--- src/rtl/foc_pkg.sv ---
// Shared definitions for the FOC bus-voltage scaling / PWM-gain stage.
//   foc_state_e    : top-level FSM states
//   KPWM_NUM       : default gain dividend
//   VBUS_SCALE_Q12 : default bus-voltage scale (about 12.4617 in Q.12)
package foc_pkg;

  typedef enum logic [1:0] {
    StIdle,
    StScale,
    StDiv,
    StDone
  } foc_state_e;

  localparam int unsigned KPWM_NUM       = 420;
  localparam int unsigned VBUS_SCALE_Q12 = 51043;

endpackage

--- src/rtl/foc_vbus_kpwm_div_if.sv ---
// Request/result bundle of the bus-voltage scaling / PWM-gain stage.
//   Request : in_valid, in_ready, in_ch, voltage
//   Result  : out_valid (one-cycle strobe), out_ch, voltage_o, k_pwm_o, sat_o, div0_o
// master = requester and result consumer, slave = the computing block.
interface foc_vbus_kpwm_div_if #(
  parameter int unsigned DW   = 32,
  parameter int unsigned CH_W = 2
) ();

  logic            in_valid;
  logic            in_ready;
  logic [CH_W-1:0] in_ch;
  logic [DW-1:0]   voltage;

  logic            out_valid;
  logic [CH_W-1:0] out_ch;
  logic [DW-1:0]   voltage_o;
  logic [DW-1:0]   k_pwm_o;
  logic            sat_o;
  logic            div0_o;

  modport master (
    output in_valid, in_ch, voltage,
    input  in_ready, out_valid, out_ch, voltage_o, k_pwm_o, sat_o, div0_o
  );

  modport slave (
    input  in_valid, in_ch, voltage,
    output in_ready, out_valid, out_ch, voltage_o, k_pwm_o, sat_o, div0_o
  );

endinterface

--- src/rtl/foc_udiv_seq.sv ---
// Iterative restoring unsigned divider, one quotient bit per cycle, MSB first.
//   clk, rst  : clock, synchronous active-high reset
//   start     : load dividend/divisor when idle; ignored while busy
//   dividend  : W-bit dividend
//   divisor   : W-bit divisor, must be non-zero
//   busy      : operation in progress (W cycles)
//   done      : high on the cycle of the final step; quotient/remainder are
//               valid from the following cycle until the next start
//   quotient  : W-bit quotient
//   remainder : W-bit remainder
module foc_udiv_seq #(
  parameter int unsigned W = 32
) (
  input  logic         clk,
  input  logic         rst,
  input  logic         start,
  input  logic [W-1:0] dividend,
  input  logic [W-1:0] divisor,
  output logic         busy,
  output logic         done,
  output logic [W-1:0] quotient,
  output logic [W-1:0] remainder
);

  localparam int unsigned CntW = (W > 1) ? $clog2(W) : 1;

  logic            busy_q;
  logic [CntW-1:0] cnt_q;
  logic [W-1:0]    dq_q;   // dividend bits shift out the top, quotient bits in the bottom
  logic [W-1:0]    rem_q;
  logic [W-1:0]    dvs_q;

  logic [W:0]      rem_sh;
  logic [W:0]      rem_sub;
  logic            q_bit;
  logic [W-1:0]    rem_nx;

  always_comb begin
    rem_sh  = {rem_q, dq_q[W-1]};
    rem_sub = rem_sh - {1'b0, dvs_q};
    // rem_sh < 2*divisor, so a clear top bit of the difference means rem_sh >= divisor
    q_bit   = ~rem_sub[W];
    rem_nx  = q_bit ? rem_sub[W-1:0] : rem_sh[W-1:0];
  end

  assign done      = busy_q && (cnt_q == CntW'(W - 1));
  assign busy      = busy_q;
  assign quotient  = dq_q;
  assign remainder = rem_q;

  always_ff @(posedge clk) begin
    if (rst) begin
      busy_q <= 1'b0;
      cnt_q  <= '0;
      dq_q   <= '0;
      rem_q  <= '0;
      dvs_q  <= '0;
    end else if (busy_q) begin
      dq_q  <= {dq_q[W-2:0], q_bit};
      rem_q <= rem_nx;
      cnt_q <= cnt_q + CntW'(1);
      if (done) begin
        busy_q <= 1'b0;
      end
    end else if (start) begin
      busy_q <= 1'b1;
      cnt_q  <= '0;
      dq_q   <= dividend;
      rem_q  <= '0;
      dvs_q  <= divisor;
    end
  end

endmodule

--- src/rtl/foc_vbus_kpwm_div.sv ---
// Bus-voltage scaling and PWM-gain stage.
// Scales a raw voltage by SCALE (Q.SCALE_FRAC, saturating to DW bits), then
// computes k = K_NUM / v_scaled with a sequential divider. A zero scaled
// voltage bypasses the divider and forces k to all-ones.
//   clk : clock, rising edge
//   rst : synchronous active-high reset
//   bus : slave side of the request/result bundle
//         in_valid/in_ready/in_ch/voltage in, out_valid/out_ch/voltage_o/
//         k_pwm_o/sat_o/div0_o out (outputs hold until the next result)
module foc_vbus_kpwm_div import foc_pkg::*; #(
  parameter int unsigned DW         = 32,
  parameter int unsigned SCALE      = VBUS_SCALE_Q12,
  parameter int unsigned SCALE_W    = 16,
  parameter int unsigned SCALE_FRAC = 12,
  parameter int unsigned K_NUM      = KPWM_NUM,
  parameter int unsigned CH_W       = 2
) (
  input logic                clk,
  input logic                rst,
  foc_vbus_kpwm_div_if.slave bus
);

  localparam int unsigned PW = DW + SCALE_W;

  foc_state_e      state_q;
  logic [DW-1:0]   volt_q;
  logic [CH_W-1:0] ch_q;
  logic [DW-1:0]   vsc_q;
  logic            sat_q;
  logic            div0_q;

  logic            out_valid_q;
  logic [CH_W-1:0] out_ch_q;
  logic [DW-1:0]   voltage_q;
  logic [DW-1:0]   k_pwm_q;
  logic            sat_out_q;
  logic            div0_out_q;

  logic [PW-1:0]   prod;
  logic [PW-1:0]   prod_sh;
  logic            sat_c;
  logic [DW-1:0]   vsc_c;

  logic            div_start;
  logic            div_busy;
  logic            div_done;
  logic [DW-1:0]   div_quot;
  logic [DW-1:0]   div_rem;

  always_comb begin
    prod    = PW'(volt_q) * PW'(SCALE);
    prod_sh = prod >> SCALE_FRAC;
    sat_c   = |prod_sh[PW-1:DW];
    vsc_c   = sat_c ? '1 : prod_sh[DW-1:0];
  end

  // Divider is loaded at the end of the scale cycle so it starts stepping with DIV.
  assign div_start = (state_q == StScale) && (vsc_c != '0);

  foc_udiv_seq #(
    .W (DW)
  ) u_div (
    .clk       (clk),
    .rst       (rst),
    .start     (div_start),
    .dividend  (DW'(K_NUM)),
    .divisor   (vsc_c),
    .busy      (div_busy),
    .done      (div_done),
    .quotient  (div_quot),
    .remainder (div_rem)
  );

  always_ff @(posedge clk) begin
    if (rst) begin
      state_q     <= StIdle;
      volt_q      <= '0;
      ch_q        <= '0;
      vsc_q       <= '0;
      sat_q       <= 1'b0;
      div0_q      <= 1'b0;
      out_valid_q <= 1'b0;
      out_ch_q    <= '0;
      voltage_q   <= '0;
      k_pwm_q     <= '0;
      sat_out_q   <= 1'b0;
      div0_out_q  <= 1'b0;
    end else begin
      out_valid_q <= 1'b0;
      case (state_q)
        StIdle: begin
          if (bus.in_valid) begin
            volt_q  <= bus.voltage;
            ch_q    <= bus.in_ch;
            state_q <= StScale;
          end
        end
        StScale: begin
          vsc_q <= vsc_c;
          sat_q <= sat_c;
          if (vsc_c == '0) begin
            div0_q  <= 1'b1;
            state_q <= StDone;
          end else begin
            div0_q  <= 1'b0;
            state_q <= StDiv;
          end
        end
        StDiv: begin
          if (div_done) begin
            state_q <= StDone;
          end
        end
        StDone: begin
          out_valid_q <= 1'b1;
          out_ch_q    <= ch_q;
          voltage_q   <= vsc_q;
          k_pwm_q     <= div0_q ? '1 : div_quot;
          sat_out_q   <= sat_q;
          div0_out_q  <= div0_q;
          state_q     <= StIdle;
        end
        default: state_q <= StIdle;
      endcase
    end
  end

  // rst gates in_ready combinationally so a request coinciding with reset is never taken.
  assign bus.in_ready  = (state_q == StIdle) && !rst;
  assign bus.out_valid = out_valid_q;
  assign bus.out_ch    = out_ch_q;
  assign bus.voltage_o = voltage_q;
  assign bus.k_pwm_o   = k_pwm_q;
  assign bus.sat_o     = sat_out_q;
  assign bus.div0_o    = div0_out_q;

  a_div_busy: assert property (@(posedge clk) disable iff (rst)
    (state_q == StDiv) |-> div_busy);

  a_rem_lt_divisor: assert property (@(posedge clk) disable iff (rst)
    ((state_q == StDone) && !div0_q) |-> (div_rem < vsc_q));

endmodule
--- src/flat_wrapper.sv ---
// flat-port wrapper written by rule: the top's interface ports become plain ports
module foc_vbus_kpwm_div_flat import foc_pkg::*;
#(
  parameter int unsigned DW         = 32,
  parameter int unsigned SCALE      = VBUS_SCALE_Q12,
  parameter int unsigned SCALE_W    = 16,
  parameter int unsigned SCALE_FRAC = 12,
  parameter int unsigned K_NUM      = KPWM_NUM,
  parameter int unsigned CH_W       = 2
)
  (clk, rst, bus_in_valid, bus_in_ch, bus_voltage, bus_in_ready, bus_out_valid, bus_out_ch, bus_voltage_o, bus_k_pwm_o, bus_sat_o, bus_div0_o);
  foc_vbus_kpwm_div_if #(.DW(DW), .CH_W(CH_W)) bus_i ();
  input logic clk;
  input logic rst;
  input wire logic [$bits(bus_i.in_valid)-1:0] bus_in_valid;
  input wire logic [$bits(bus_i.in_ch)-1:0] bus_in_ch;
  input wire logic [$bits(bus_i.voltage)-1:0] bus_voltage;
  output wire logic [$bits(bus_i.in_ready)-1:0] bus_in_ready;
  output wire logic [$bits(bus_i.out_valid)-1:0] bus_out_valid;
  output wire logic [$bits(bus_i.out_ch)-1:0] bus_out_ch;
  output wire logic [$bits(bus_i.voltage_o)-1:0] bus_voltage_o;
  output wire logic [$bits(bus_i.k_pwm_o)-1:0] bus_k_pwm_o;
  output wire logic [$bits(bus_i.sat_o)-1:0] bus_sat_o;
  output wire logic [$bits(bus_i.div0_o)-1:0] bus_div0_o;
  assign bus_i.in_valid = bus_in_valid;
  assign bus_i.in_ch = bus_in_ch;
  assign bus_i.voltage = bus_voltage;
  assign bus_in_ready = bus_i.in_ready;
  assign bus_out_valid = bus_i.out_valid;
  assign bus_out_ch = bus_i.out_ch;
  assign bus_voltage_o = bus_i.voltage_o;
  assign bus_k_pwm_o = bus_i.k_pwm_o;
  assign bus_sat_o = bus_i.sat_o;
  assign bus_div0_o = bus_i.div0_o;
  foc_vbus_kpwm_div #(.DW(DW), .SCALE(SCALE), .SCALE_W(SCALE_W), .SCALE_FRAC(SCALE_FRAC), .K_NUM(K_NUM), .CH_W(CH_W)) u_core (.clk(clk), .rst(rst), .bus(bus_i));
endmodule
--- config.mk ---
export PLATFORM = sky130hd
export DESIGN_NAME = foc_vbus_kpwm_div_flat
export DESIGN_NICKNAME = d
export VERILOG_FILES = /design/src/rtl/foc_pkg.sv /design/src/rtl/foc_vbus_kpwm_div_if.sv /design/src/rtl/foc_udiv_seq.sv /design/src/rtl/foc_vbus_kpwm_div.sv /design/src/flat_wrapper.sv
export SDC_FILE = /design/constraint.sdc
export NUM_CORES = 1
export LEC_CHECK = 0
export BUFFER_PORTS_ARGS = -buffer_cell sky130_fd_sc_hd__buf_2
export CORE_MARGIN = 8
export CORE_UTILIZATION = 40
export CTS_CLUSTER_DIAMETER = 120
export DETAILED_ROUTE_END_ITERATION = 8
export SLEW_MARGIN = 0
export SYNTH_ARGS = -nofsm -noshare
export SYNTH_HDL_FRONTEND = slang
export SYNTH_SLANG_ARGS = --single-unit
--- constraint.sdc ---
create_clock -name clk -period 8.9 [get_ports clk]
set_input_delay 1.335 -clock clk [delete_from_list [all_inputs] [get_ports clk]]
set_output_delay 1.335 -clock clk [all_outputs]
set_load 0.01 [all_outputs]
# After elaboration in Yosys (flattened, before gate mapping)
# Cells that the tools add are included.
[op_classes]
n_mul = 1
n_addsub = 2
n_reduce_logical = 12
muxes = 18
bitwise = 2
n_eq_ne = 6
[op_table]
columns = ["cell", "n"]
rows = [
  ["$mux 32", 7],
  ["$mul 32x16->48 const B", 1],
  ["$sub 33x32->33", 1],
  ["$logic_not 32->1", 1],
  ["$reduce_bool 32->1", 1],
  ["$mux 5", 2],
  ["$pmux 2 s4", 1],
  ["$mux 1", 6],
  ["$reduce_and 2->1", 3],
  ["$add 5x1->5 const B", 1],
  ["$eq 5x5->1 const B", 1],
  ["$eq 2x2->1 const B", 2],
  ["$mux 2", 2],
  ["$reduce_or 4->1", 1],
  ["$logic_and 1x1->1", 3],
  ["$eq 2x1->1 const B", 1],
  ["$logic_not 2->1", 1],
  ["$ne 2x1->1 const B", 1],
  ["$ne 2x2->1 const B", 1],
  ["$not 1->1", 2],
  ["$reduce_bool 2->1", 1],
  ["$logic_not 1->1", 1],
]
[word_totals]
wordCells = 58
inputBits = 37
reg_bits = 241
out_inout_bits = 70

# Logic depth before layout (Yosys ltp)
# Gate-level depths: netlist of the first run.
[logic_depth]
depth_word = 7
depth_mapped = 27
depth_no_buf = 25

# Cells and area by module
# From an unflattened synthesis of the first run, not the netlist that was laid out.
[unflattened]
cells_unflattened = 2374
area_unflattened_um2 = 20155.6
[by_module_without_submodules]
columns = ["module", "seq_area_each_um2", "n_inst", "cells_each", "area_each_um2"]
rows = [
  ["foc_vbus_kpwm_div", 2782.7, 1, 1622, 14191.1],
  ["foc_udiv_seq", 2042.0, 1, 752, 5964.5],
]

# Least setup slack after synthesis of the first run
# Ideal clock, no wire load.
[synth_timing]
path_kind = "register to register"
start = "register u_core.volt_q[4]"
end = "register u_core.u_div.dvs_q[31]"
slack_ps = 1895
path_stages_with_launch = 27
t_arrival_ps = 6863
n_path_buf = 3
period_less_slack_ps = 7005
path_cell_list = "dfxtp_1 -> ha_1 -> fa_1 -> inv_1 -> fa_1 -> inv_1 -> fa_1 -> fa_1 -> inv_1 -> fa_1 -> inv_1 -> ha_1 -> buf_2 -> nand2_1 -> nor4_2 -> nand2_1 -> a311oi_1 -> nor2_1 -> or4_1 -> nand3_1 -> nand3_1 -> or4b_4 -> or3_1 -> clkbuf_1 -> clkbuf_1 -> a21oi_1 -> a311oi_1"
[synth_via]
elab_chain_len = 6
[synth_lines]
columns = ["item", "line", "text"]
rows = [
  ["start, declared", "foc_vbus_kpwm_div.sv:26", "logic [DW-1:0] volt_q;"],
  ["start signal, assigned", "foc_vbus_kpwm_div.sv:93", "volt_q <= bus.voltage;"],
  ["$mul 32x16->48 (*)", "foc_vbus_kpwm_div.sv:51", "prod = PW'(volt_q) * PW'(SCALE);"],
  ["$reduce_or 4->1", "foc_vbus_kpwm_div.sv:53", "sat_c = |prod_sh[PW-1:DW];"],
  ["$mux 32 (*)", "foc_vbus_kpwm_div.sv:54", "vsc_c = sat_c ? '1 : prod_sh[DW-1:0];"],
  ["$reduce_bool 32->1", "foc_vbus_kpwm_div.sv:58", "assign div_start = (state_q == StScale) && (vsc_c != '0);"],
  ["$logic_and 1x1->1", "foc_vbus_kpwm_div.sv:58", ""],
  ["$reduce_and 2->1 (no line)", "n/a", ""],
  ["end signal, assigned", "foc_udiv_seq.sv:70", "dvs_q <= divisor;"],
  ["end, declared", "foc_udiv_seq.sv:31", "logic [W-1:0] dvs_q;"],
]
# Every way passes the cells marked *; elsewhere a longest branch is shown, timed or not.
# A chain may end at the register's enable or synchronous reset.

# Worst setup path in the final report of the first run
[layout_timing]
start = "register u_core.volt_q[5]"
end = "register u_core.u_div.dvs_q[7]"
# Same word-level chain as after synthesis.

==> impl_metrics.json, run 1 <==
{
  "tightestPinTransition_ns": 1.220,
  "rows": 80,
  "grt_start_max_net_pins": 96,
  "drcViolationCount": 0,
  "port_buffers": 106,
  "antenna-diode-count": 0,
  "dpl.hpwl_um": 38300,
  "area_growth_syn_to_layout_pct": 10.47,
  "slew_viol_final": 0,
  "worstPathCellList": "ha_1, fa_1, inv_1, fa_1, inv_1, fa_1, fa_1, inv_1, fa_1, inv_1, ha_1, nand2_1, nor4_2, nand2_1, a311oi_1, nor2_1, or4_1, nand3_1, nand3_1, or4b_4, or3_1, a21oi_1, a311oi_1",
  "num_vias": 14730,
  "vias_per_cell": 5.219,
  "run_status": "finished, final reports clean",
  "maxClockFrequency_mhz": 117.4,
  "yosysWarningCount": 0,
  "drt_pre_antenna_iters": 5,
  "synth.top_cells.by_area": "dfxtp_1 (25%), fa_1 (16%), ha_1 (15%), inv_1 (6.9%), a21oi_1 (4.4%)",
  "critPathArrivalTime_ns": 8.93,
  "antenna_left": 0,
  "hold_path_class": "register to register",
  "synth_most_common_cell": "inv_1",
  "antenna_found_initial": 0,
  "vias_in_the_first_global_route": 15010,
  "start_util_pct": 40.23,
  "synth.top_cell.area_share_pct": 25.33,
  "grt_pass1_wl_um": 78820,
  "crit_top_cell": "fa_1",
  "track_usage_pct": 17.72,
  "number_of_buffers_added_by_the_clock_tree_synthesis_step": 28,
  "critical_path.max_stage_delay_ns": 0.83,
  "yosysSeqAreaShare_pct": 25.33,
  "endpoint_kind": "register",
  "timing.max_slew.rel_slack_pct": 18.59,
  "clock_sinks": 241,
  "timing.setup.critical_path_class": "register to register",
  "cts-resized-gates": 0,
  "skew_ns": 0.01470,
  "async_reset_ff_share_pct": 0,
  "routed_wire_length_um": 48690,
  "grt_setup_unrepaired": "no",
  "path_max_fanout": 31,
  "grt.overflow.total": 0,
  "setup-violations-final": 0,
  "finalHoldViolations": 0,
  "later_pin_clock_latency_in_the_skew_report_ns": 0.59,
  "setup-tns-final_ns": 0,
  "post-cts-setup-buffers": 0,
  "synth_area_um2": 19050,
  "synth.largest_area_cell": "dfxtp_1",
  "h-tree-depth": 1,
  "boundaryPins": 107,
  "drtIter0Drc": 784,
  "cts.root.buffer_cell": "clkbuf_16",
  "list_of_most_frequent_post_synthesis_cells": "inv_1 (352), dfxtp_1 (241), ha_1 (235)",
  "drive_above_1_share_pct": 8.424,
  "crit_path_start_kind": "register",
  "netlist-cell-type-count": 69,
  "r2r_slack_ns": 0.38,
  "max-cap-violations": 0,
  "clk_pin_slew_ns": 0.06,
  "timing.rr.start": "u_core.volt_q[5]$_SDFFE_PP0P_",
  "cts-hold-fix-buffers": 0,
  "slowest_stage": "or3_1",
  "final_routed_wire_length_divided_by_cell_count_um": 17.25,
  "final.period_utilization_pct": 95.74,
  "die_width_um": 234.2,
  "die_area_um2": 54860,
  "final_period_minus_worst_setup_slack_ns": 8.521,
  "critical_path_required_ns": 9.31,
  "critical_path.startpoint": "u_core.volt_q[5]$_SDFFE_PP0P_",
  "chipHeight_um": 234.2,
  "yosys_register_bits": 241,
  "hold_path_startpoint": "u_core.ch_q[1]$_SDFFE_PP0P_",
  "tritoncts": "built",
  "avgSynthCellArea_um2": 8.909,
  "core-area_um2": 47350,
  "final_nets": 2618,
  "netlist_instances": 2138,
  "ctsLongestPathBuffers": 3,
  "synth_edf_count": 0,
  "mappedNetlistNets": 2565,
  "gp_congestion": 0.9271,
  "synth-main-ff-cell": "dfxtp_1"
}
[sequential cells by signal, summed over array words and instances, names as in the netlist, 2 cells and up]
| name | flops |
|---|---|
| u_core.u_div.cnt_q | 5 |
| u_core.bus.out_ch | 2 |
| u_core.bus.voltage_o | 32 |
| u_core.ch_q | 2 |
| u_core.vsc_q | 32 |
| u_core.volt_q | 32 |
| u_core.state_q | 2 |
| u_core.u_div.remainder | 32 |
| u_core.u_div.dvs_q | 32 |
| u_core.bus.k_pwm_o | 32 |
| u_core.u_div.quotient | 32 |
[layout by cell type (no fill, tap or decap), types with 7 or more instances in the layout]
| cell type | n |
|---|---|
| o211ai_1 | 13 |
| o21bai_1 | 10 |
| xnor2_1 | 39 |
| dfxtp_1 | 241 |
| o21a_1 | 14 |
| a22o_1 | 36 |
| buf_2 | 105 |
| o21ai_0 | 31 |
| and3_1 | 9 |
| buf_4 | 14 |
| mux2i_1 | 40 |
| fa_1 | 155 |
| nand2_1 | 133 |
| xor2_1 | 29 |
| nand3_1 | 19 |
| nor2_1 | 171 |
| ha_1 | 233 |
| o21ai_1 | 16 |
| or3_1 | 8 |
| o22ai_1 | 34 |
| nand2b_1 | 10 |
| nor2b_1 | 13 |
| a21o_1 | 30 |
| nor3_1 | 21 |
| clkbuf_16 | 28 |
| and2_1 | 7 |
| inv_1 | 352 |
| a311oi_1 | 56 |
| a21oi_1 | 169 |
| nand4_1 | 17 |
| a211oi_1 | 21 |
| o2bb2ai_1 | 27 |
[worst paths after layout]
kind / endpoint / depth (start not counted)
max: u_core.u_div.dvs_q[7]$_SDFFE_PP0P_ / 23
min: u_core.ch_q[1]$_SDFFE_PP0P_ / 2
max reg2reg: u_core.u_div.dvs_q[7]$_SDFFE_PP0P_ / 23
min reg2reg: u_core.ch_q[1]$_SDFFE_PP0P_ / 2
[worst max-delay path, delay by kind of cell, from the launching register on]
family                     cells  cell delay, ns
DFF                            1            0.44
AOI/OAI and AO/OA              3            1.10
buffers and inverters          4            0.23
adders and majority gates      7            3.32
and+or+nand+nor                9            3.21
[area by class of cell]
| type | count | area [µm²] |
|---|---|---|
| flip-flops and latches | 241 | 4825 |
| fillers | 4654 | 26300 |
| multi-input cells | 1447 | 12560 |
| clock inverters | 11 | 121.4 |
| well taps | 615 | 769.5 |
| repair buffers | 121 | 661.9 |
| clock buffers | 36 | 780.7 |
| inverters | 352 | 1321 |
[logic make-up (layout without fill, tap and decap cells)]
group | count (synthesis) | in the layout | share of synthesized area (%)
AO/OA/AOI/OAI | 504 | 504 | 18.01
AND/OR/NAND/NOR | 442 | 442 | 10.53
buffers and inverters | 450 | 520 | 9.006
adder cells (fa/ha/maj) | 390 | 390 | 31.73
multiplexers | 42 | 42 | 2.220
flip-flops | 241 | 241 | 25.33
XOR/XNOR | 69 | 69 | 3.173
[per-stage QoR]
stage / util [%] / instances / hold slack (ns) / setup WS [ns] / instance area (µm²)
2_1_floorplan: - / 2138 / 0.4360 / 1.895 / 19050
3_3_place_gp: 42.54 / 2776 / 0.4418 / 0.5243 / 20140
3_5_place_dp: 42.54 / 2776 / 0.4568 / 0.4077 / 20140
4_1_cts: 44.44 / 2823 / 0.4656 / 0.3736 / 21040
5_1_grt: 44.44 / 2823 / 0.4920 / 0.01768 / 21040
6_report: 44.44 / 2823 / 0.4609 / 0.3787 / 21040
[per-layer routing]
layer  global-route usage, %  up-vias  wire length, µm
li1                        -     7394                -
met1                   23.51     7037            23100
met2                   30.09      225            22730
met3                   2.081       77             1445
met4                   5.074        0             1422
met5                       0        -                0
Power of run 1 is left out: the tool's default activity adds up to more than one toggle a clock period on the data nets, which glitch-free logic cannot reach.
==> run 2, diff against run 1 <==
--- a/config.mk
+++ b/config.mk
@@ -6,10 +6,13 @@
 export NUM_CORES = 1
 export LEC_CHECK = 0
 export BUFFER_PORTS_ARGS = -buffer_cell sky130_fd_sc_hd__buf_2
+export CELL_PAD_IN_SITES_DETAIL_PLACEMENT = 0
+export CELL_PAD_IN_SITES_GLOBAL_PLACEMENT = 1
 export CORE_MARGIN = 8
 export CORE_UTILIZATION = 40
 export CTS_CLUSTER_DIAMETER = 120
 export DETAILED_ROUTE_END_ITERATION = 8
+export PLACE_DENSITY_LB_ADDON = 0.1
 export SLEW_MARGIN = 0
 export SYNTH_ARGS = -nofsm -noshare
 export SYNTH_HDL_FRONTEND = slang
==> impl_metrics.json, run 2 (synthesis gave the netlist of run 1 again) <==
{
  "run_status": "finished, final reports clean",
  "tritoncts": "built",
  "maxClockFrequency_mhz": 118.7,
  "layout_commonest_cell": "inv_1",
  "worstPathCellList": "ha_1, fa_1, ha_1, xnor2_1, fa_1, inv_1, fa_1, inv_1, fa_1, inv_1, ha_1, a21o_1, a221o_1, a221oi_2, nand3_1, a221oi_2, xor2_1, nor4b_1, nand4_1, or4b_4, o31ai_4, nor3b_4, buf_12, a22o_1",
  "critical_path.reg2reg.endpoint": "u_core.u_div.remainder[0]$_SDFFE_PP0P_",
  "critical_path_required_ns": 9.41,
  "critical_path.startpoint": "u_core.volt_q[6]$_SDFFE_PP0P_",
  "final_routed_wire_length_divided_by_cell_count_um": 17.86,
  "setup-tns-final_ns": 0,
  "start_util_pct": 40.23,
  "critPathArrivalTime_ns": 8.94,
  "area_growth_syn_to_layout_pct": 11.31,
  "later_pin_clock_latency_in_the_skew_report_ns": 0.59,
  "vias_in_the_first_global_route": 15040,
  "slew_viol_final": 0,
  "fin_ws_ns": 0.4729,
  "hold_ws_ns": 0.4591,
  "antenna_found_initial": 0,
  "timing.rr.start": "u_core.volt_q[6]$_SDFFE_PP0P_",
  "final.fill_count": 4781,
  "dpl.cell_count": 2779,
  "layout.area.seq_um2": 4825,
  "timing.reg2reg.worst_path_depth": 24,
  "slowest_stage": "or4b_4",
  "crit_top_cell": "fa_1",
  "routed_wire_length_um": 50570,
  "rows": 80,
  "crit_path_start_kind": "register",
  "finalHoldViolations": 0,
  "worst_path_dominant_cell_family": "adder cells",
  "worstSetupPathDepth": 24,
  "r2r_slack_ns": 0.47,
  "die_area_um2": 54860,
  "chipHeight_um": 234.2,
  "post-cts-setup-buffers": 0,
  "grt_setup_unrepaired": "no",
  "critical_path_buf_inv_count": 4,
  "antenna-diode-count": 0,
  "cts-resized-gates": 0,
  "critical_path.max_stage_delay_ns": 0.62,
  "final.period_utilization_pct": 94.69,
  "drcViolationCount": 0,
  "path_max_fanout": 65,
  "die_width_um": 234.2,
  "port_buffers": 106,
  "gp_congestion": 0.8687,
  "timing.setup.critical_path_class": "register to register",
  "final_period_minus_worst_setup_slack_ns": 8.427,
  "setup-violations-final": 0,
  "drt_pre_antenna_iters": 5,
  "grt.overflow.total": 0,
  "final-instance-count-excl-fill": 2832,
  "h-tree-depth": 1,
  "vias_per_cell": 5.193,
  "antenna_left": 0,
  "cts.root.buffer_cell": "clkbuf_16",
  "multiInputGateArea_um2": 12570,
  "clk_pin_slew_ns": 0.06,
  "endpoint_kind": "register",
  "mostFrequentLayoutCells": "inv_1 (352), dfxtp_1 (241), ha_1 (233)",
  "hold_path_depth": 2,
  "boundaryPins": 107,
  "core-area_um2": 47350,
  "grt_start_max_net_pins": 88,
  "skew_ns": 0.02372,
  "track_usage_pct": 18.51,
  "timing.max_slew.rel_slack_pct": 12.51,
  "dp_worst_slack_ns": 0.3216,
  "ctsLongestPathBuffers": 3,
  "clock_sinks": 241,
  "tightestPinTransition_ns": 1.312,
  "max-cap-violations": 0,
  "dpl.hpwl_um": 39960,
  "num_vias": 14710,
  "number_of_buffers_added_by_the_clock_tree_synthesis_step": 29,
  "drtIter0Drc": 660,
  "hold_path_class": "register to register",
  "final_nets": 2622,
  "critical_path.endpoint": "u_core.u_div.remainder[0]$_SDFFE_PP0P_",
  "cts-hold-fix-buffers": 0,
  "drive_above_1_share_pct": 8.931,
  "grt_pass1_wl_um": 81560
}
## run 2: worst min path at each step
stage                                      from                          end  slack, ns
detailed placement  u_core.ch_q[0]$_SDFFE_PP0P_  u_core.ch_q[0]$_SDFFE_PP0P_       0.45
global route        u_core.ch_q[0]$_SDFFE_PP0P_  u_core.ch_q[0]$_SDFFE_PP0P_       0.50
floorplan           u_core.ch_q[0]$_SDFFE_PP0P_  u_core.ch_q[0]$_SDFFE_PP0P_       0.44
CTS                 u_core.ch_q[0]$_SDFFE_PP0P_  u_core.ch_q[0]$_SDFFE_PP0P_       0.46
global placement    u_core.ch_q[0]$_SDFFE_PP0P_  u_core.ch_q[0]$_SDFFE_PP0P_       0.44
finish              u_core.ch_q[0]$_SDFFE_PP0P_  u_core.ch_q[0]$_SDFFE_PP0P_       0.46
## run 2: layout make-up
type                            instances  area share (%)
Sequential cell                       241           22.76
Clock inverter                         21           1.292
Timing Repair Buffer                  124           3.228
Tap cell                              615           3.630
Clock buffer                           32           3.571
Inverter                              352           6.232
Multi-Input combinational cell       1447           59.29
## run 2: layer usage
| metal | global-route usage [%] | wire length [µm] |
|---|---|---|
| met5 | 0 | 0 |
| met4 | 4.621 | 1174 |
| met3 | 2.117 | 1486 |
| met2 | 31.16 | 23550 |
| met1 | 25.06 | 24360 |
## run 2: worst register-to-register path: stages (launching register included)
cell and delay (ns):
dfxtp_1 0.46, ha_1 0.31, fa_1 0.59, ha_1 0.29
xnor2_1 0.16, fa_1 0.49, inv_1 0.05, fa_1 0.53
inv_1 0.05, fa_1 0.53, inv_1 0.04, ha_1 0.35
a21o_1 0.24, a221o_1 0.42, a221oi_2 0.35, nand3_1 0.25
a221oi_2 0.39, xor2_1 0.51, nor4b_1 0.33, nand4_1 0.19
or4b_4 0.62, o31ai_4 0.37, nor3b_4 0.28, buf_12 0.31
a22o_1 0.25
## run 2: per-stage QoR
| stage | cell area, µm² | utilization, % |
|---|---|---|
| after detailed placement | 20160 | 42.58 |
| after floorplan | 19050 | - |
| after global placement | 20160 | 42.58 |
| after CTS | 21190 | 44.76 |
| final | 21200 | 44.78 |
| after global routing | 21200 | 44.78 |
Power of run 2 is left out for the same reason.
==> run 3, diff against run 2 <==
--- a/config.mk
+++ b/config.mk
@@ -12,8 +12,9 @@
 export CORE_UTILIZATION = 40
 export CTS_CLUSTER_DIAMETER = 120
 export DETAILED_ROUTE_END_ITERATION = 8
-export PLACE_DENSITY_LB_ADDON = 0.1
+export PLACE_DENSITY_LB_ADDON = 0.2
 export SLEW_MARGIN = 0
 export SYNTH_ARGS = -nofsm -noshare
 export SYNTH_HDL_FRONTEND = slang
+export SYNTH_HIERARCHICAL = 1
 export SYNTH_SLANG_ARGS = --single-unit
==> impl_metrics.json, run 3 <==
{
  "track_usage_pct": 18.35,
  "final_design_area_no_fill_um2": 22280,
  "clk_pin_slew_ns": 0.06,
  "maxClockFrequency_mhz": 123.3,
  "ctsLongestPathBuffers": 3,
  "netlist_instances": 2374,
  "final_routed_wire_length_divided_by_cell_count_um": 17.03,
  "timing.max_slew.rel_slack_pct": 25.64,
  "antenna_left": 0,
  "synth.top_cell.area_share_pct": 23.94,
  "tightestPinTransition_ns": 1.115,
  "chipHeight_um": 240.5,
  "antenna-diode-count": 0,
  "vias_per_cell": 5.104,
  "critPathArrivalTime_ns": 8.56,
  "dpl.hpwl_um": 41780,
  "finalHoldViolations": 0,
  "boundaryPins": 107,
  "die_width_um": 240.5,
  "run_status": "finished, final reports clean",
  "final.period_utilization_pct": 91.10,
  "hold_path_class": "register to register",
  "num_vias": 16020,
  "grt_pass1_wl_um": 86680,
  "synth.top_cells.by_area": "dfxtp_1 (24%), fa_1 (15%), ha_1 (15%), inv_1 (6.5%), nor2_1 (4.6%)",
  "list_of_most_frequent_post_synthesis_cells": "inv_1 (347), nor2_1 (245), dfxtp_1 (241)",
  "slew_viol_final": 0,
  "grt_start_max_net_pins": 83,
  "synth_area_um2": 20160,
  "max-cap-violations": 0,
  "cts-hold-fix-buffers": 0,
  "port_buffers": 106,
  "mostFrequentLayoutCells": "inv_1 (347), nor2_1 (245), dfxtp_1 (240)",
  "area_growth_syn_to_layout_pct": 10.54,
  "cts.root.buffer_cell": "clkbuf_16",
  "yosysWarningCount": 6,
  "vias_in_the_first_global_route": 16080,
  "h-tree-depth": 1,
  "synth_most_common_cell": "inv_1",
  "setup-violations-final": 0,
  "routed_wire_length_um": 53460,
  "die_area_um2": 57830,
  "final.fill_count": 5057,
  "avgSynthCellArea_um2": 8.490,
  "timing.setup.critical_path_class": "register to register",
  "synth-main-ff-cell": "dfxtp_1",
  "core-area_um2": 49970,
  "synth.largest_area_cell": "dfxtp_1",
  "grt_setup_unrepaired": "no",
  "rows": 82,
  "synth_edf_count": 0,
  "cts-resized-gates": 0,
  "drive_above_1_share_pct": 8.597,
  "number_of_buffers_added_by_the_clock_tree_synthesis_step": 30,
  "later_pin_clock_latency_in_the_skew_report_ns": 0.61,
  "crit_path_start_kind": "register",
  "antenna_found_initial": 0,
  "endpoint_kind": "register",
  "path_max_fanout": 24,
  "critical_path_required_ns": 9.35,
  "final_nets": 2870,
  "drt_pre_antenna_iters": 5,
  "yosysSeqAreaShare_pct": 23.94,
  "tritoncts": "built",
  "post-cts-setup-buffers": 0,
  "layout_commonest_cell": "inv_1",
  "gp_congestion": 0.9029,
  "grt.overflow.total": 0,
  "netlist-cell-type-count": 90,
  "drcViolationCount": 0,
  "final_period_minus_worst_setup_slack_ns": 8.107,
  "clock_sinks": 241,
  "setup-tns-final_ns": 0,
  "drtIter0Drc": 1028,
  "async_reset_ff_share_pct": 0,
  "start_util_pct": 40.34,
  "skew_ns": 0.02524,
  "placedInstanceArea_um2": 21300,
  "yosys_register_bits": 241
}
## run 3: cell count changes in the layout (fill, tap and decap cells not counted), sizes merged, moves of 21 or more
cell,delta
o2bb2ai,-27
mux2i,+32
a22o,-36
conb,+32
a221o,+21
nand2,+106
a311oi,-22
nor2,+71
## run 3: final timing paths
kind | cells past startpoint | slack, ns | start | to
hold / removal | 2 | 0.45 | u_core/u_div/dvs_q[3]$_SDFFE_PP0P_ | u_core/u_div/dvs_q[3]$_SDFFE_PP0P_
setup reg to reg | 25 | 0.79 | u_core/volt_q[5]$_SDFFE_PP0P_ | u_core/u_div/quotient[5]$_SDFFE_PP0P_
setup / recovery | 25 | 0.79 | u_core/volt_q[5]$_SDFFE_PP0P_ | u_core/u_div/quotient[5]$_SDFFE_PP0P_
hold reg to reg | 2 | 0.45 | u_core/u_div/dvs_q[3]$_SDFFE_PP0P_ | u_core/u_div/dvs_q[3]$_SDFFE_PP0P_
## run 3: cells by family (layout without fill, tap and decap cells)
| logic type | after synthesis | after routing | synth area share, % |
|---|---|---|---|
| adder cells (fa/ha/maj) | 390 | 390 | 29.98 |
| XOR/XNOR | 70 | 70 | 3.116 |
| buffers and inverters | 462 | 524 | 8.902 |
| AND/OR/NAND/NOR | 640 | 640 | 14.05 |
| flip-flops | 241 | 241 | 23.94 |
| AO/OA/AOI/OAI | 496 | 496 | 16.32 |
| other | 2 | 32 | 0.03726 |
| multiplexers | 73 | 73 | 3.650 |
## run 3: final cells by class
class / count / area, µm² / area share, %
Tap cell: 672 / 840.8 / 3.774
Timing Repair Buffer: 122 / 656.9 / 2.948
Multi-Input combinational cell: 1701 / 13680 / 61.39
Clock buffer: 38 / 800.8 / 3.594
Clock inverter: 17 / 175.2 / 0.7862
Sequential cell: 241 / 4826 / 21.66
Inverter: 347 / 1303 / 5.846
## run 3: through the flow
stage | cells | hold WS, ns | worst slack [ns] | util [%]
after floorplan | 2404 | 0.4360 | 1.826 | -
after global placement | 3083 | 0.4442 | 0.8211 | 42.64
after detailed placement | 3083 | 0.4472 | 0.7783 | 42.64
after CTS | 3138 | 0.4556 | 0.7275 | 44.59
after global routing | 3138 | 0.4682 | 0.2890 | 44.59
final | 3138 | 0.4534 | 0.7925 | 44.59
## run 3: layer usage
metal  GRT usage, %  routed length, µm  vias up
met1          25.17              25610     7585
met5              0                  0        -
met2          30.52              24770      246
met3          2.154               1733       74
met4          4.449               1343        0
li1               -                  -     8111
## run 3: critical path, cell delays in order, from the launching register on
cell,delay [ns]
dfxtp_1,0.46
ha_1,0.31
fa_1,0.60
ha_1,0.29
xnor2_1,0.16
fa_1,0.55
inv_1,0.05
fa_1,0.47
inv_1,0.05
fa_1,0.54
inv_1,0.04
ha_1,0.36
a21oi_1,0.27
o21ai_1,0.12
a311oi_1,0.43
o211ai_2,0.25
xnor2_1,0.47
nand2_1,0.08
or4_1,0.50
or4_4,0.60
o31a_2,0.52
buf_4,0.34
mux2i_1,0.21
nor2_1,0.06
a21oi_1,0.14
nor2_1,0.05
Power of run 3 is left out for the same reason.
